## config.mk

```make
export PLATFORM = sky130hd
export DESIGN_NAME = elevator_call_scheduler
export DESIGN_NICKNAME = d
export VERILOG_FILES = /design/src/rtl/elevator_pkg.sv /design/src/rtl/elevator_scan_selector.sv /design/src/rtl/elevator_call_scheduler.sv
export SDC_FILE = /design/constraint.sdc
export NUM_CORES = 1
export LEC_CHECK = 0
export ABC_AREA = 1
export CAP_MARGIN = 15
export CORE_MARGIN = 2
export CORE_UTILIZATION = 55
export DETAILED_ROUTE_END_ITERATION = 7
export PLACE_DENSITY = 0.81
export SLEW_MARGIN = 5
export SYNTH_ARGS = -nofsm -noshare
export SYNTH_HDL_FRONTEND = slang
export SYNTH_SLANG_ARGS = --single-unit
export TNS_END_PERCENT = 30
```

## constraint.sdc

```tcl
create_clock -name i_clk -period 6.43 [get_ports i_clk]
set_clock_uncertainty 0.2 [all_clocks]
set_input_delay 0.9645 -clock i_clk [delete_from_list [all_inputs] [get_ports i_clk]]
set_output_delay 0.9645 -clock i_clk [all_outputs]
set_load 0.01 [all_outputs]
```

## src/rtl/elevator_pkg.sv

```systemverilog
// Shared floor-vector types, FSM state codes, sweep directions and one-hot helpers
// used by the elevator call scheduler and its SCAN selector.
package elevator_pkg;

  localparam int NUM_FLOORS  = 4;
  localparam int FLOOR_IDX_W = 2;

  localparam logic DIR_UP   = 1'b1;
  localparam logic DIR_DOWN = 1'b0;

  typedef logic [2:0]             state_t;
  typedef logic [NUM_FLOORS-1:0]  floor_vec_t;
  typedef logic [FLOOR_IDX_W-1:0] floor_idx_t;

  localparam state_t ST_IDLE     = 3'd0;
  localparam state_t ST_SELECT   = 3'd1;
  localparam state_t ST_ISSUE    = 3'd2;
  localparam state_t ST_WAIT_CMP = 3'd3;
  localparam state_t ST_DWELL    = 3'd4;

  function automatic floor_idx_t onehot_to_idx(input floor_vec_t v);
    floor_idx_t idx;
    case (v)
      4'b0010: idx = 2'd1;
      4'b0100: idx = 2'd2;
      4'b1000: idx = 2'd3;
      default: idx = 2'd0;
    endcase
    return idx;
  endfunction

  function automatic floor_vec_t idx_to_onehot(input floor_idx_t idx);
    floor_vec_t v;
    case (idx)
      2'd0:    v = 4'b0001;
      2'd1:    v = 4'b0010;
      2'd2:    v = 4'b0100;
      default: v = 4'b1000;
    endcase
    return v;
  endfunction

  // Floors strictly above / strictly below a given index.
  function automatic floor_vec_t above_mask(input floor_idx_t idx);
    floor_vec_t m;
    case (idx)
      2'd0:    m = 4'b1110;
      2'd1:    m = 4'b1100;
      2'd2:    m = 4'b1000;
      default: m = 4'b0000;
    endcase
    return m;
  endfunction

  function automatic floor_vec_t below_mask(input floor_idx_t idx);
    floor_vec_t m;
    case (idx)
      2'd0:    m = 4'b0000;
      2'd1:    m = 4'b0001;
      2'd2:    m = 4'b0011;
      default: m = 4'b0111;
    endcase
    return m;
  endfunction

  function automatic floor_vec_t lowest_set(input floor_vec_t v);
    floor_vec_t r;
    casez (v)
      4'b???1: r = 4'b0001;
      4'b??10: r = 4'b0010;
      4'b?100: r = 4'b0100;
      4'b1000: r = 4'b1000;
      default: r = 4'b0000;
    endcase
    return r;
  endfunction

  function automatic floor_vec_t highest_set(input floor_vec_t v);
    floor_vec_t r;
    casez (v)
      4'b1???: r = 4'b1000;
      4'b01??: r = 4'b0100;
      4'b001?: r = 4'b0010;
      4'b0001: r = 4'b0001;
      default: r = 4'b0000;
    endcase
    return r;
  endfunction

endpackage

```

## src/rtl/elevator_scan_selector.sv

```systemverilog
// Combinational SCAN policy: nearest pending floor ahead in the sweep direction,
// otherwise the nearest one behind (including the current floor) with a direction flip.
module elevator_scan_selector
  import elevator_pkg::*;
(
  input  logic [NUM_FLOORS-1:0]  i_pending,
  input  logic [FLOOR_IDX_W-1:0] i_cur,
  input  logic                   i_dir,
  output logic [NUM_FLOORS-1:0]  o_target,
  output logic                   o_new_dir,
  output logic                   o_found
);

  logic [NUM_FLOORS-1:0] w_above;
  logic [NUM_FLOORS-1:0] w_below;
  logic [NUM_FLOORS-1:0] w_at;

  assign w_above = i_pending & above_mask(i_cur);
  assign w_below = i_pending & below_mask(i_cur);
  assign w_at    = i_pending & idx_to_onehot(i_cur);

  // A call at the current floor only wins once nothing lies ahead of the sweep.
  always_comb begin
    o_target  = '0;
    o_new_dir = i_dir;
    o_found   = |i_pending;
    if (i_dir == DIR_UP) begin
      if (|w_above) begin
        o_target = lowest_set(w_above);
      end else if (|i_pending) begin
        o_target  = highest_set(w_below | w_at);
        o_new_dir = DIR_DOWN;
      end
    end else begin
      if (|w_below) begin
        o_target = highest_set(w_below);
      end else if (|i_pending) begin
        o_target  = lowest_set(w_above | w_at);
        o_new_dir = DIR_UP;
      end
    end
  end

endmodule

```

## src/rtl/elevator_call_scheduler.sv

```systemverilog
// Collects floor calls, dispatches one SCAN-selected target at a time to the
// elevator controller, waits for arrival, then holds the door for a dwell period.
module elevator_call_scheduler
  import elevator_pkg::*;
#(
  parameter int DWELL_CYCLES   = 100,
  parameter int TIMEOUT_CYCLES = 1000000,
  parameter int CNT_W          = 20
) (
  input  logic                  i_clk,
  input  logic                  i_rst,
  input  logic [NUM_FLOORS-1:0] i_call,
  input  logic [NUM_FLOORS-1:0] i_current_floor,
  input  logic                  i_complete,
  input  logic                  i_door_alert,
  input  logic                  i_weight_alert,
  output logic [NUM_FLOORS-1:0] o_requested_floor,
  output logic                  o_req_valid,
  output logic                  o_service_dir,
  output logic [NUM_FLOORS-1:0] o_pending,
  output logic                  o_door_hold,
  output logic                  o_floor_err,
  output logic                  o_timeout_fault
);

  localparam logic [CNT_W-1:0] DWELL_LOAD   = CNT_W'(DWELL_CYCLES);
  localparam logic [CNT_W-1:0] TIMEOUT_LAST = CNT_W'(TIMEOUT_CYCLES - 1);

  state_t                r_state;
  logic [NUM_FLOORS-1:0] r_pending;
  logic [NUM_FLOORS-1:0] r_req_floor;
  logic                  r_req_valid;
  logic                  r_dir;
  logic                  r_fault;
  logic [CNT_W-1:0]      r_cnt;

  logic [FLOOR_IDX_W-1:0] w_cur_idx;
  logic [NUM_FLOORS-1:0]  w_target;
  logic                   w_new_dir;
  logic                   w_found;
  logic                   w_alert;
  logic                   w_floor_err;
  logic [NUM_FLOORS-1:0]  w_clr;
  logic [NUM_FLOORS-1:0]  w_pending_next;

  assign w_cur_idx   = onehot_to_idx(i_current_floor);
  assign w_floor_err = !$onehot(i_current_floor);
  assign w_alert     = i_door_alert | i_weight_alert;

  // A call landing on the target in the arrival cycle is absorbed by the clear.
  assign w_clr          = ((r_state == ST_WAIT_CMP) && i_complete) ? r_req_floor : '0;
  assign w_pending_next = (r_pending | i_call) & ~w_clr;

  elevator_scan_selector u_scan (
    .i_pending (r_pending),
    .i_cur     (w_cur_idx),
    .i_dir     (r_dir),
    .o_target  (w_target),
    .o_new_dir (w_new_dir),
    .o_found   (w_found)
  );

  always_ff @(posedge i_clk) begin
    if (!i_rst) begin
      r_state     <= ST_IDLE;
      r_pending   <= '0;
      r_req_floor <= '0;
      r_req_valid <= 1'b0;
      r_dir       <= DIR_UP;
      r_fault     <= 1'b0;
      r_cnt       <= '0;
    end else begin
      r_pending <= w_pending_next;
      case (r_state)
        // Looks at this cycle's calls too so a fresh call reaches SELECT one cycle later.
        ST_IDLE: begin
          if ((|w_pending_next) && !w_floor_err && !r_fault) r_state <= ST_SELECT;
        end
        ST_SELECT: begin
          if (w_found) begin
            r_req_floor <= w_target;
            r_dir       <= w_new_dir;
            r_state     <= ST_ISSUE;
          end else begin
            r_state <= ST_IDLE;
          end
        end
        ST_ISSUE: begin
          if (!w_alert) begin
            r_req_valid <= 1'b1;
            r_cnt       <= '0;
            r_state     <= ST_WAIT_CMP;
          end
        end
        ST_WAIT_CMP: begin
          if (i_complete) begin
            r_req_valid <= 1'b0;
            r_cnt       <= DWELL_LOAD;
            r_state     <= ST_DWELL;
          end else if (r_cnt == TIMEOUT_LAST) begin
            r_fault     <= 1'b1;
            r_req_valid <= 1'b0;
            r_state     <= ST_IDLE;
          end else begin
            r_cnt <= r_cnt + 1'b1;
          end
        end
        // The door stays held for DWELL_CYCLES cycles, counted from the last alert.
        ST_DWELL: begin
          if (w_alert) begin
            r_cnt <= DWELL_LOAD;
          end else if (r_cnt <= CNT_W'(1)) begin
            r_cnt   <= '0;
            r_state <= ST_IDLE;
          end else begin
            r_cnt <= r_cnt - 1'b1;
          end
        end
        default: r_state <= ST_IDLE;
      endcase
    end
  end

  assign o_requested_floor = r_req_floor;
  assign o_req_valid       = r_req_valid;
  assign o_service_dir     = r_dir;
  assign o_pending         = r_pending;
  assign o_door_hold       = (r_state == ST_DWELL);
  assign o_floor_err       = w_floor_err;
  assign o_timeout_fault   = r_fault;

endmodule

```

[Yosys cells after proc, flatten, opt, wreduce, memory -nomap -nowiden]
Index checks and enable logic that the tools add are counted.
Storage, ports and cells
  flip-flop bits (word level): 34
  input port bits: 13
  word-level logic and storage cells: 103
Cells by class
  add/sub/neg operators: 5
  magnitude comparators: 1
  equality and inequality tests: 29
  multiplexer cells: 33
  bitwise operators: 10
  reduce and logical (&&, ||, !) cells: 18
Operators with widths (count)
  $mux 20: 5
  $pmux 4 s4: 4
  $pmux 20 s3: 1
  $pmux 4 s3: 2
  $add 20x1->20 const B: 1
  $eq 20x20->1 const B: 1
  $le 20x1->1 const B: 1
  $sub 20x1->20 const B: 1
  $mux 3: 6
  $mux 4: 4
  $reduce_or 4->1: 4
  $pmux 3 s5: 1
  $and 4x4->4: 3
  $eq 3x1->1 const B: 4
  $eq 4x4->1 const B: 3
  $or 4x4->4: 3
  $eq 3x3->1 const B: 3
  $pmux 3 s3: 1
  $reduce_and 3->1: 3
  $eq 4x1->1 const B: 2
  $eq 2x1->1 const B: 3
  $eq 2x2->1 const B: 3
  $eq 3x2->1 const B: 2
  $mux 1: 6
  23 further kinds: 29

[Depth between registers and ports, before layout]
Gate-level depths: netlist of run 1.
  word-level depth: 10
  mapped depth: 12
  mapped depth without buffers: 12

[By module]
A second synthesis of run 1 with hierarchy kept.
Unflattened totals
  cells, all modules: 543
  area, all modules: 3055.4 sq um
By module, submodules not included
  elevator_call_scheduler: instances 1, cells an instance 480, area each 2775.2 sq um
  elevator_scan_selector: instances 1, cells an instance 63, area each 280.3 sq um

[Least setup slack after synthesis of run 1]
No wires, ideal clock.
  path kind: input to output
  start: in i_current_floor[0]
  end: out o_floor_err
  arrival time: 2.507 ns
  required time: 5.265 ns
  slack: 2.759 ns
  stages on the path: 6
  buffers on the path: 0
  cell sequence: inv_1 -> fa_1 -> inv_1 -> ha_1 -> ha_1 -> or3b_2
Between the ends
  longest elaborated chain between the ends: 4
Ends and longest elaborated chain
  start: declaration: RTL line elevator_call_scheduler.sv:13  | input logic [NUM_FLOORS-1:0] i_current_floor,
  $add 1x1->2 (not written as such): RTL line elevator_call_scheduler.sv:47  | assign w_floor_err = !$onehot(i_current_floor);
  $add 2x2->3 (not written as such): RTL line elevator_call_scheduler.sv:47
  $eq 3x1->1: RTL line elevator_call_scheduler.sv:47
  $logic_not 1->1: RTL line elevator_call_scheduler.sv:47
  end: declaration: RTL line elevator_call_scheduler.sv:22  | output logic o_floor_err,
Every way passes these cells.

[Worst setup path in the final report of run 1]
Same ends and word-level chain as after synthesis.

==> tab_implementation.tex, run 1 <==
\begin{tabular}{lr}
\hline
Metric & Value \\
\hline
\multicolumn{2}{l}{\textbf{CTS}} \\
\quad Clock latency reported for the late side of the worst-skew pair & between 200 and 300 ps \\
\quad Clk root buf & clkbuf\_8 \\
\quad Clock Pin Slew Worst Setup and Hold Paths & around 70 ps \\
\quad Resize count post-CTS & 0 \\
\quad Count of clock tree sinks & 34 \\
\quad TritonCTS clock tree & yes \\
\quad H-Tree Depth & 2 \\
\quad Number of buffers inserted by hold repair at cts & 0 \\
\quad Number of setup buffers added after CTS & 0 \\
\quad Clock buffers created by TritonCTS & 5 \\
\quad Max Root-Sink Buffers & 2 \\
\multicolumn{2}{l}{\textbf{Worst setup path}} \\
\quad Ordered list of cells on the worst path & clkdlybuf4s50\_1 -> inv\_1 -> fa\_1 -> inv\_1 -> ha\_1 -> ha\_1 -> or3b\_2 -> clkdlybuf4s50\_1 \\
\quad Worst Setup SP & i\_current\_floor[0] \\
\quad Largest fanout on the critical path & 3 \\
\quad Startpoint-to-endpoint class of the critical path & input pin to output port \\
\quad Endpoint class of the critical path & output port \\
\quad Sort of element at the start of the critical path & input pin \\
\quad RR Startpoint & r\_state[1]\$\_SDFFE\_PN0P\_ \\
\quad Worst r2r dst & r\_cnt[5]\$\_SDFFE\_PN0P\_ \\
\quad Worst Path Required & about 5300 ps \\
\quad Number of cells on the worst reg-to-reg path & 9 \\
\quad Endpoint arrival time on the critical path & between 3000 and 4000 ps \\
\quad Capturing element of the worst setup path & o\_floor\_err \\
\quad Cell family with the largest share of critical-path delay & buffers and inverters \\
\quad Sum of buffers and inverters on the critical path & 4 \\
\quad Maximum cell stage delay along the critical path & 550 ps \\
\quad Crit-path slowest cell & fa\_1 \\
\quad Worst reg2reg setup slack & just under 4000 ps \\
\quad Worst path depth & 8 \\
\multicolumn{2}{l}{\textbf{Power}} \\
\quad Power after layout & between 0.7 and 0.8 mW \\
\quad Power per unit of standard cell area & between 200 and 300 nW/um\^{}2 \\
\quad Leakage power summed over all cells & 1.43 nW \\
\quad VDD IR max & around 0.20 mV \\
\multicolumn{2}{l}{\textbf{Finish}} \\
\quad Post-route cell area & between 3000 and 4000 um\^{}2 \\
\quad Post-layout utilization of the core & 0.628 \\
\quad Share of final-layout standard cells stronger than drive strength 1 & 0.0704 \\
\quad Final layout net count & 517 \\
\quad Most common library cell in the layout ignoring fill and taps & nand2\_1 \\
\quad Diodes inserted & 0 \\
\quad Highest-count cells in the layout ignoring fill and taps & nand2\_1, nor2\_1, inv\_1 \\
\quad Area growth syn-to-layout & 10.8\% \\
\multicolumn{2}{l}{\textbf{Synth}} \\
\quad Post-synthesis share of cell area spent on xor and xnor gates & 0.0366 \\
\quad Share of synthesized area spent on multiplexers & 0 \\
\quad Leading area contributor after synthesis & dfxtp\_1 \\
\quad Synthesized net count & just over 500 \\
\quad Count of mapped cells out of synthesis & slightly below 500 \\
\quad EDFF count, synth & 0 \\
\quad Yosys reg bits & 34 \\
\quad Area share of and/or/nand/nor cells after synthesis & 0.436 \\
\quad Proportion of synthesized chip area in sequential cells & 0.237 \\
\quad Primary FF master, synth & dfxtp\_1 \\
\quad Compound-Gate Fraction of Synth Area & 0.139 \\
\quad Library cells used by synthesis & 38 \\
\quad Combined area of all synthesized cells & around 2900 um\^{}2 \\
\quad Most area-consuming cells after synthesis & dfxtp\_1, nand2\_1, nand3\_1 \\
\quad Fraction of synthesis flops using an asynchronous set or reset pin & 0 \\
\quad Adder and majority cell fraction of the synthesized area & 0.0374 \\
\quad Dominant combinational cell family by area after synthesis & simple AND/OR/NAND/NOR gates \\
\quad Count of synthesis-stage warnings from yosys & 0 \\
\quad Mapped Avg Cell Area & a little under 6 um\^{}2 \\
\quad Share of Yosys cell area claimed by the top area cell type & 0.237 \\
\multicolumn{2}{l}{\textbf{Floorplan}} \\
\quad I/O pin cnt & 26 \\
\quad Die outline area & 5820 um\^{}2 \\
\quad Core ar. & 5070 um\^{}2 \\
\quad DIE WIDTH & roughly 76 um \\
\quad Initial Utilization & 0.566 \\
\quad Row cnt & 26 \\
\quad Die boundary height & 76.3 um \\
\multicolumn{2}{l}{\textbf{Place}} \\
\quad Routability-driven placement congestion ratio & approximately 0.94 \\
\quad Pre-CTS WS & approximately 1800 ps \\
\quad \# port buffers & 25 \\
\quad DPL Wire Length & between 5000 and 6000 um \\
\quad Cell area after placement & 3090 um\^{}2 \\
\multicolumn{2}{l}{\textbf{Route}} \\
\quad Post-Route WL & roughly 7400 um \\
\quad Count of unresolved DRC violations after routing & 0 \\
\quad Drt via density & between 5 and 6 \\
\quad Total number of vias & $\sim$3100 \\
\quad Antenna violation net count after detailed routing & 0 \\
\quad Routed length per instance & about 13 um \\
\quad Initial DRC Count & 256 \\
\quad First-pass DRT Iterations & 6 \\
\multicolumn{2}{l}{\textbf{Global routing}} \\
\quad Overall overflow remaining after global route & 0 \\
\quad Via count of the first global-routing pass & $\sim$2800 \\
\quad Wire length of the first global-routing pass & between 10000 and 15000 um \\
\quad All-Layer GR Usage & 0.264 \\
\quad Maximum number of pins on one net before global-route repair & 28 \\
\quad Initial antenna violation count & 0 \\
\multicolumn{2}{l}{\textbf{Timing}} \\
\quad Fin crit share & 0.724 \\
\quad Count of final setup violators & 0 \\
\quad Slew of the pin with the lowest slew margin & $\sim$800 ps \\
\quad Final number of max-transition violations & 0 \\
\quad Final Hold Viols & 0 \\
\quad Final TNS setup & 0 ps \\
\quad Time the worst path needs with I/O delays and setup & 4660 ps \\
\quad Unrepaired setup endpoints after global routing & no \\
\quad Fmax & 0.215 GHz \\
\quad Slew margin rel. & 0.452 \\
\quad Post-route setup slack & 1770 ps \\
\multicolumn{2}{l}{\textbf{Run status}} \\
\quad Outcome & completed \\
\multicolumn{2}{l}{\textbf{Hold path}} \\
\quad Worst min-delay path category & flip-flop to flip-flop \\
\quad Number of stages on the worst hold path & 2 \\
\multicolumn{2}{l}{\textbf{Job}} \\
\quad Maxcap violations & 0 \\
\hline
\end{tabular}
==> worst min-delay path by stage <==
stage,startpoint,endpoint
6_report,o_req_valid$_SDFFE_PN0P_,o_req_valid$_SDFFE_PN0P_
5_1_grt,o_req_valid$_SDFFE_PN0P_,o_req_valid$_SDFFE_PN0P_
4_1_cts,o_req_valid$_SDFFE_PN0P_,o_req_valid$_SDFFE_PN0P_
3_5_place_dp,o_req_valid$_SDFFE_PN0P_,o_req_valid$_SDFFE_PN0P_
3_3_place_gp,o_req_valid$_SDFFE_PN0P_,o_req_valid$_SDFFE_PN0P_
2_1_floorplan,r_cnt[18]$_SDFFE_PN0P_,r_cnt[18]$_SDFFE_PN0P_
==> cells in the mapped netlist, drive strengths merged (2+ instances only) <==
cell type and n:
nand2 131, nor2 78, inv 54, nand3 49, a21oi 39, dfxtp 34, o21ai 25, buf 14
xor2 10, nand4 8, ha 7, nor3 6, a31oi 5, or2 5, clkbuf 4, xnor2 2
==> state kept, by name (all words and copies together) (netlist names) <==
| signal | count |
|---|---|
| r_cnt | 20 |
| o_pending | 4 |
| o_requested_floor | 4 |
| r_state | 3 |
| o_req_valid | 1 |
| o_service_dir | 1 |
| o_timeout_fault | 1 |
==> metrics by stage <==
stage	hold slack, ps	cells
detailed placement	257	559
CTS	269	567
global placement	251	559
global route	292	567
finish	264	567
floorplan	270	482
==> worst min-delay path: stages, from the launching register on <==
cell and delay, ps:
dfxtp_1 310, nand2_1 60, a21oi_1 50
==> per-layer routing <==
layer / GRT usage / share of wire / routed length (um) / vias up
li1: - / - / - / 1575
met1: 0.355 / 0.47 / 3460 / 1415
met2: 0.427 / 0.45 / 3380 / 119
met3: 0.0438 / 0.062 / 461 / 15
met4: 0.0927 / 0.019 / 140 / 0
met5: 0 / 0 / 0 / -
==> layout make-up <==
| class | count | area [um^2] |
|---|---|---|
| Sequential cell | 34 | 681 |
| Timing Repair Buffer | 25 | 250 |
| Clock inverter | 2 | 12.5 |
| Inverter | 55 | 206 |
| Multi-Input combinational cell | 375 | 1870 |
| Fill cell | 514 | 1890 |
| Clock buffer | 6 | 82.6 |
| Tap cell | 70 | 87.6 |
==> cells by family after synthesis <==
family / after synthesis
AOI/OAI and AO/OA: 75
and+or+nand+nor: 280
xor gates and xnor gates: 12
adders and majority gates: 8
DFF: 34
buffers and inverters: 73
==> report_power, final <==
| part | internal [mW] | leakage, nW | switching (mW) |
|---|---|---|---|
| clock | 0.0860 | 0.0472 | 0.0830 |
| combinational | 0.135 | 1.11 | 0.236 |
| sequential | 0.232 | 0.276 | 0.0280 |
Note: power is estimated with default switching activity, not from simulation.
==> run 2, diff against run 1 <==
- clock period: 6.43 -> 4.39 ns (I/O delays scaled with it)
==> tab_implementation.tex, run 2 (same netlist as run 1, synthesis figures left out) <==
\begin{tabular}{lr}
\hline
Metric & Value \\
\hline
\multicolumn{2}{l}{\textbf{Run status}} \\
\quad Outcome & completed \\
\multicolumn{2}{l}{\textbf{Route}} \\
\quad Total number of vias & 3132 \\
\quad Drt via density & between 5 and 6 \\
\quad Count of unresolved DRC violations after routing & 0 \\
\quad Initial DRC Count & about 240 \\
\quad First-pass DRT Iterations & 5 \\
\quad Antenna violation net count after detailed routing & 0 \\
\quad Routed length per instance & 13.7 um \\
\quad Post-Route WL & between 7000 and 8000 um \\
\multicolumn{2}{l}{\textbf{Timing}} \\
\quad Final TNS setup & 0 ps \\
\quad Slew of the pin with the lowest slew margin & a little over 800 ps \\
\quad Time the worst path needs with I/O delays and setup & 4050 ps \\
\quad Final Hold Viols & 0 \\
\quad Post-route setup slack & between 300 and 400 ps \\
\quad Slew margin rel. & 0.452 \\
\quad Fmax & $\sim$0.25 GHz \\
\quad Unrepaired setup endpoints after global routing & no \\
\quad Fin crit share & 0.922 \\
\quad Count of final setup violators & 0 \\
\quad Worst hold slack & roughly 270 ps \\
\quad Final number of max-transition violations & 0 \\
\multicolumn{2}{l}{\textbf{Job}} \\
\quad Maxcap violations & 0 \\
\multicolumn{2}{l}{\textbf{Finish}} \\
\quad Share of final-layout standard cells stronger than drive strength 1 & 0.0685 \\
\quad Register with the most flip-flops & r\_cnt \\
\quad Highest-count cells in the layout ignoring fill and taps & nand2\_1, nor2\_1, inv\_1 \\
\quad Post-layout utilization of the core & 0.631 \\
\quad Post-route cell area & $\sim$3200 um\^{}2 \\
\quad Number of flip-flops under the largest register name & 20 \\
\quad Diodes inserted & 0 \\
\quad Area growth syn-to-layout & 11.4\% \\
\quad Most common library cell in the layout ignoring fill and taps & nand2\_1 \\
\quad Non-filler cells in the finished layout & 566 \\
\quad Final layout net count & just over 500 \\
\multicolumn{2}{l}{\textbf{CTS}} \\
\quad Resize count post-CTS & 0 \\
\quad Clock buffers created by TritonCTS & 5 \\
\quad Number of setup buffers added after CTS & 0 \\
\quad TritonCTS clock tree & yes \\
\quad Count of clock tree sinks & 34 \\
\quad Number of buffers inserted by hold repair at cts & 0 \\
\quad Clk root buf & clkbuf\_8 \\
\quad Clock Pin Slew Worst Setup and Hold Paths & 70 ps \\
\quad Max Root-Sink Buffers & 2 \\
\quad H-Tree Depth & 2 \\
\quad Clock latency reported for the late side of the worst-skew pair & 290 ps \\
\multicolumn{2}{l}{\textbf{Floorplan}} \\
\quad Die outline area & a little under 6000 um\^{}2 \\
\quad Die boundary height & between 70 and 80 um \\
\quad I/O pin cnt & 26 \\
\quad Initial Utilization & 0.566 \\
\quad Row cnt & 26 \\
\quad Core ar. & around 5100 um\^{}2 \\
\quad DIE WIDTH & $\sim$76 um \\
\multicolumn{2}{l}{\textbf{Power}} \\
\quad Power after layout & 1.24 mW \\
\quad VDD IR max & 0.301 mV \\
\quad Comb pwr share & 0.448 \\
\quad Internal Dissipation & 0.719 mW \\
\quad Switching share of total power & 0.419 \\
\quad Fraction of power consumed by the clock network & 0.244 \\
\quad Power per unit of standard cell area & a little under 400 nW/um\^{}2 \\
\quad Leakage power summed over all cells & about 1.4 nW \\
\quad Power share of the sequential group & 0.308 \\
\quad Net load switching power & roughly 0.52 mW \\
\multicolumn{2}{l}{\textbf{Global routing}} \\
\quad Wire length of the first global-routing pass & between 10000 and 15000 um \\
\quad Initial antenna violation count & 0 \\
\quad All-Layer GR Usage & 0.275 \\
\quad Maximum number of pins on one net before global-route repair & 28 \\
\quad Via count of the first global-routing pass & 2873 \\
\quad Overall overflow remaining after global route & 0 \\
\multicolumn{2}{l}{\textbf{Place}} \\
\quad Count of placed standard cells including taps & between 500 and 600 \\
\quad Cell area after placement & 3090 um\^{}2 \\
\quad \# port buffers & 25 \\
\quad Pre-CTS WS & $\sim$320 ps \\
\quad Routability-driven placement congestion ratio & about 0.93 \\
\quad DPL Wire Length & 5650 um \\
\multicolumn{2}{l}{\textbf{Worst setup path}} \\
\quad Sort of element at the start of the critical path & input pin \\
\quad Endpoint arrival time on the critical path & 3190 ps \\
\quad Cell family with the largest share of critical-path delay & buffers and inverters \\
\quad RR Startpoint & r\_state[1]\$\_SDFFE\_PN0P\_ \\
\quad Endpoint class of the critical path & output port \\
\quad Number of cells on the worst reg-to-reg path & 9 \\
\quad Ordered list of cells on the worst path & clkdlybuf4s50\_1 -> inv\_1 -> fa\_1 -> inv\_1 -> ha\_1 -> ha\_1 -> or3b\_2 -> clkdlybuf4s50\_1 \\
\quad Maximum cell stage delay along the critical path & roughly 530 ps \\
\quad Worst reg2reg setup slack & $\sim$1900 ps \\
\quad Worst Setup SP & i\_current\_floor[0] \\
\quad Sum of buffers and inverters on the critical path & 4 \\
\quad Worst r2r dst & r\_cnt[5]\$\_SDFFE\_PN0P\_ \\
\quad Worst Path Required & roughly 3500 ps \\
\quad Startpoint-to-endpoint class of the critical path & input pin to output port \\
\quad Crit-path slowest cell & fa\_1 \\
\quad Largest fanout on the critical path & 3 \\
\multicolumn{2}{l}{\textbf{Hold path}} \\
\quad Worst min-delay path category & flip-flop to flip-flop \\
\quad Endpoint, Worst Hold & o\_req\_valid\$\_SDFFE\_PN0P\_ \\
\quad Number of stages on the worst hold path & 2 \\
\quad Worst Min Path Start & o\_req\_valid\$\_SDFFE\_PN0P\_ \\
\hline
\end{tabular}
run 2: changes by cell type in the layout (fill, tap and decap cells not counted), sizes merged:
cell and change:
bufinv +1, clkinv -1, clkinvlp -1
run 2: how the worst max path moves through the flow:
stage                       end  slack, ps  depth (start not counted)
floorplan           o_floor_err       1330                          6
global placement    o_floor_err        370                          8
detailed placement  o_floor_err        320                          8
CTS                 o_floor_err        330                          8
global route        o_floor_err        240                          8
finish              o_floor_err        340                          8
run 2: worst register-to-register path: stages (launching register included):
cell	delay, ps
dfxtp_1	390
nand2_1	110
nor2_4	200
inv_2	80
nor2_4	310
nand4_2	200
nand3_2	400
inv_2	220
o21ai_0	200
nor2_1	60
run 2: area by class of cell:
cell class | count | area (um^2)
clock buffers | 6 | 82.6
clock inverters | 1 | 30.0
fillers | 487 | 1870
inverters | 55 | 206
multi-input cells | 375 | 1870
flip-flops and latches | 34 | 681
well taps | 70 | 87.6
repair buffers | 25 | 250
run 2: power groups by stage:
stage | logic, mW | clock network [mW] | registers [mW]
CTS | 0.547 | 0.305 | 0.380
finish | 0.554 | 0.301 | 0.381
global placement | 0.530 | 0 | 0.386
floorplan | 0.442 | 0 | 0.377
detailed placement | 0.539 | 0 | 0.387
global route | 0.618 | 0.314 | 0.387
run 2: metal layers:
metal | up-vias | global-route usage | wire length (um)
met4 | 0 | 0.0818 | 112
met2 | 113 | 0.469 | 3670
met3 | 11 | 0.0664 | 553
li1 | 1581 | - | -
met1 | 1427 | 0.344 | 3430
met5 | - | 0 | 0
==> edit 1 (config.mk and constraints of run 2) <==
The package constant `NUM_FLOORS` goes from 4 to 8.
--- a/src/rtl/elevator_pkg.sv
+++ b/src/rtl/elevator_pkg.sv
@@ -2,7 +2,7 @@
 // used by the elevator call scheduler and its SCAN selector.
 package elevator_pkg;
 
-  localparam int NUM_FLOORS  = 4;
+  localparam int NUM_FLOORS  = 8;
   localparam int FLOOR_IDX_W = 2;
 
   localparam logic DIR_UP   = 1'b1;
Interface: changed (resized i_call, i_current_floor, o_pending and o_requested_floor); port bits go from 26 to 42. No check against the original RTL was run, so the function may have changed too.
==> edit 1 against run 2 <==
Sequential share of layout area decreased by 1.5 points; sequential cell count up 4; combinational power up 25%; via count up 18%; total power grew 17%; cell area up 20%; count of clock-buffer cells in the layout fell by 1; setup slack lost 200 ps; first-iteration DRC count increased by 18%; wire length grew 14%; synthesized area increased by 14%; critical path type unchanged; largest power group unchanged.
==> edit 1: results (changes against run 2) <==
Netlist cell types 36 (-5.3%); # nets final 629 (+22%); Arr. time, crit path 3390 ps (+200 ps); RePlAce Congestion 0.978 (+4.8%); Starting DRT DRC Count 285 (+18%); dpl cells 658 (+18%); Leak 0.00178 uW (+23%); share of layout cells above drive strength 1 0.117 (+0.0487); wire length on met1 3790 um (+10%); worst vdd ir 0.268 mV (-11%); Sw Ratio 0.428 (+0.00980); reg2reg end r_cnt[12]$_SDFFE_PN0P_; Synth Area per Inst 5.91 sq um (-0.96%); wire length on met3 554 um (+0.18%); reg2reg path depth 14 (+5); Crit path max-delay family adder cells; status completed; Critical Path Fanout Max 2 (-1); met3 Usage GRT 0.0389 (-0.0275); most frequent cells after synthesis nand2_1, nor2_1, inv_1; final wirelength 8870 um (+14%); placed cell areas 3690 sq um (+19%); largest net degree at the start of global routing 24 (-14%); GR met2 Demand/Resource 0.484 (+0.0146); flop2flop setup slack 1660 ps (-260 ps); worst skew pair latency 310 ps (+20 ps); Critical Path Max Stage Delay 560 ps (+30 ps); ratio of final minimum period to clock period 0.968 (+0.0464); dpl ws -573 ps (-895 ps)
[edit 1: how the worst min path moves through the flow]
stage                                 startpoint                           endpoint  slack (ps)  cells past startpoint
3_5_place_dp        o_timeout_fault$_SDFFE_PN0P_       o_timeout_fault$_SDFFE_PN0P_         270                      2
5_1_grt        o_requested_floor[3]$_SDFFE_PN0P_  o_requested_floor[3]$_SDFFE_PN0P_         350                      2
6_report                o_req_valid$_SDFFE_PN0P_           o_req_valid$_SDFFE_PN0P_         320                      2
2_1_floorplan             r_cnt[18]$_SDFFE_PN0P_             r_cnt[18]$_SDFFE_PN0P_         280                      2
3_3_place_gp        o_timeout_fault$_SDFFE_PN0P_       o_timeout_fault$_SDFFE_PN0P_         280                      2
4_1_cts             o_timeout_fault$_SDFFE_PN0P_       o_timeout_fault$_SDFFE_PN0P_         290                      2
[edit 1: power by group through the flow]
stage | clock network, uW | logic (uW) | registers [uW]
floorplan | 0 | 478 | 429
global placement | 0 | 628 | 441
detailed placement | 0 | 646 | 441
CTS | 315 | 666 | 434
global route | 326 | 775 | 441
finish | 313 | 695 | 436
[edit 1: kinds of logic (layout without fill, tap and decap cells)]
kind of cell,Yosys count,in the layout,synth area share
AO/OA/AOI/OAI,64,64,0.106
buffers and inverters,100,137,0.130
flip-flops,38,38,0.231
XOR/XNOR,11,11,0.0293
adder cells (fa/ha/maj),12,12,0.0548
other,1,4,0.00114
AND/OR/NAND/NOR,331,331,0.448
[edit 1: final cells by class]
class	instances	area (sq um)
clock inverters	3	45.0
clock buffers	5	68.8
flip-flops and latches	38	761
inverters	80	303
well taps	75	93.8
repair buffers	49	440
fillers	546	1990
multi-input cells	422	2150
[edit 1: worst min-delay path: stages, from the launching register on]
cell,delay [ps]
dfxtp_1,320
a21oi_1,110
nor3_1,50
==> edit 2 (settings of run 2) <==
Made on the original files. Add an input register stage for `i_call`, `i_current_floor`, `i_complete`, `i_door_alert` and `i_weight_alert`, without a reset; this delays them by one clock.
--- a/src/rtl/elevator_call_scheduler.sv
+++ b/src/rtl/elevator_call_scheduler.sv
@@ -26,6 +26,20 @@
   localparam logic [CNT_W-1:0] DWELL_LOAD   = CNT_W'(DWELL_CYCLES);
   localparam logic [CNT_W-1:0] TIMEOUT_LAST = CNT_W'(TIMEOUT_CYCLES - 1);
 
+  logic [NUM_FLOORS-1:0] i_call_q;
+  logic [NUM_FLOORS-1:0] i_current_floor_q;
+  logic i_complete_q;
+  logic i_door_alert_q;
+  logic i_weight_alert_q;
+
+  always_ff @(posedge i_clk) begin
+    i_call_q          <= i_call;
+    i_current_floor_q <= i_current_floor;
+    i_complete_q      <= i_complete;
+    i_door_alert_q    <= i_door_alert;
+    i_weight_alert_q  <= i_weight_alert;
+  end
+
   state_t                r_state;
   logic [NUM_FLOORS-1:0] r_pending;
   logic [NUM_FLOORS-1:0] r_req_floor;
@@ -43,13 +57,13 @@
   logic [NUM_FLOORS-1:0]  w_clr;
   logic [NUM_FLOORS-1:0]  w_pending_next;
 
-  assign w_cur_idx   = onehot_to_idx(i_current_floor);
-  assign w_floor_err = !$onehot(i_current_floor);
-  assign w_alert     = i_door_alert | i_weight_alert;
+  assign w_cur_idx   = onehot_to_idx(i_current_floor_q);
+  assign w_floor_err = !$onehot(i_current_floor_q);
+  assign w_alert     = i_door_alert_q | i_weight_alert_q;
 
   // A call landing on the target in the arrival cycle is absorbed by the clear.
-  assign w_clr          = ((r_state == ST_WAIT_CMP) && i_complete) ? r_req_floor : '0;
-  assign w_pending_next = (r_pending | i_call) & ~w_clr;
+  assign w_clr          = ((r_state == ST_WAIT_CMP) && i_complete_q) ? r_req_floor : '0;
+  assign w_pending_next = (r_pending | i_call_q) & ~w_clr;
 
   elevator_scan_selector u_scan (
     .i_pending (r_pending),
@@ -93,7 +107,7 @@
           end
         end
         ST_WAIT_CMP: begin
-          if (i_complete) begin
+          if (i_complete_q) begin
             r_req_valid <= 1'b0;
             r_cnt       <= DWELL_LOAD;
             r_state     <= ST_DWELL;
Formal check against the unedited RTL: not equivalent (a bounded check fails within 4 cycles, from zero or initial values and one cycle with i_rst low).
==> edit 2 against run 2 <==
Synthesized area up 5.9%; sequential share of layout area is 5.4 points higher; setup slack better by 530 ps; sequential cell count up 11; combinational power fell by 47%; register-to-register slack lost 240 ps; hold slack better by 33 ps; first-iteration DRC count is 7.9% higher; cell area up 5.5%; utilization fell by 0.96 points; wire length decreased by 2.9%; total power decreased by 17%.
==> edit 2: results (changes against run 2) <==
RePlAce Congestion 0.953 (+2.1%); final wirelength 7540 um (-2.9%); HP Start o_requested_floor[1]$_SDFFE_PN0P_; share of layout cells above drive strength 1 0.0837 (+0.0151); # nets final 510 (-1.4%); Synth Area per Inst 6.46 sq um (+8.3%); Setup crit start i_current_floor_q[0]$_DFF_P_; Synth async-reset ratio 0 (unchanged); post-synth net total 492 (-2.2%); Hold WC Path Type reg2reg; worst skew pair latency 310 ps (+20 ps); worst vdd ir 0.240 mV (-20%); clock buffer count from CTS 5 (unchanged); status completed; Arr. time, crit path 2660 ps (-530 ps); largest net degree at the start of global routing 23 (-18%); Compound-Gate Fraction of Synth Area 0.128 (-0.0114); top cells by area, synth dfxtp_1, nand2_1, nand3_1; most frequent cells after synthesis nand2_1, inv_1, nand3_1; DR pass1 iterations 5 (unchanged); Comb power 296 uW (-47%); Synth Area in Adders 0.0354 (-0.00208); Max transition margin 0.505 (+0.0534); Sw Ratio 0.357 (-0.0612); detailed-route vias per instance 5.56 (+0.42%); first-pass GRT wire length 12800 um (-2.4%); Starting DRT DRC Count 260 (+7.9%); dpl cells 554 (-0.89%); dpl hpwl 5570 um (-1.2%); Top FF cell, synth dfxtp_1; flop2flop setup slack 1680 ps (-240 ps); Leak 0.00153 uW (+5.8%); post-synthesis sequential area ratio 0.296 (+0.0592); clock network power 259 uW (-14%); total track usage 0.259 (-0.0161); Routed WL per cell 13.4 um (-2.2%); synth warn 0 (unchanged); Synth Area in XOR/XNOR 0.0432 (+0.00660); clock-pin slew on the worst setup and hold paths 90 ps (+20 ps); Crit path max-delay family adder cells; vias in the first global route 2959 (+3.0%)
## edit 2: cell count changes in the layout (fill, tap and decap cells not counted), moves of 3 or more
cell and change:
o21ai_0 +3, nor3_1 +9, nand2_2 +3, dfxtp_1 +11, nor2_2 +3, o21ai_1 +10, nand2_1 -26, a21oi_1 -15
nor2_4 -3, inv_1 +10, nor2_1 -20
## edit 2: path summary, 6_finish.rpt
| check | end | cells after the start |
|---|---|---|
| hold reg to reg | o_requested_floor[1]$_SDFFE_PN0P_ | 2 |
| hold / removal | o_requested_floor[1]$_SDFFE_PN0P_ | 2 |
| setup reg to reg | r_state[1]$_SDFFE_PN0P_ | 12 |
| setup / recovery | o_floor_err | 7 |
## edit 2: through the flow
step | setup WS (ps) | cell area (sq um) | total power (uW) | hold WS, ps | util
final | 870 | 3380 | 1030 | 304 | 0.622
after global routing | 723 | 3380 | 1090 | 321 | 0.622
after CTS | 859 | 3380 | 1040 | 297 | 0.622
after detailed placement | 1190 | 3290 | 776 | 281 | 0.605
after global placement | 1230 | 3290 | 768 | 266 | 0.605
after floorplan | 1690 | 3040 | 694 | 247 | -
## edit 2: layout make-up
class	count	area, sq um
fillers	535	2060
clock buffers	6	72.6
clock inverters	2	15.0
repair buffers	25	250
flip-flops and latches	45	901
well taps	72	90.1
multi-input cells	346	1800
inverters	66	251
## edit 2: tightest hold or removal path, stage by stage, from the launching register on
cell	delay (ps)
dfxtp_1	340
nand2_1	70
a21oi_1	60
## edit 2: cell families after synthesis
logic type	count (synthesis)
AOI/OAI and AO/OA	73
xor gates and xnor gates	15
adders and majority gates	8
buffers and inverters	80
DFF	45
and+or+nand+nor	250
## edit 2: metal layers
layer	track usage	wire, um
met1	0.317	3340
met2	0.441	3530
met3	0.0494	441
met4	0.116	232
met5	0	0
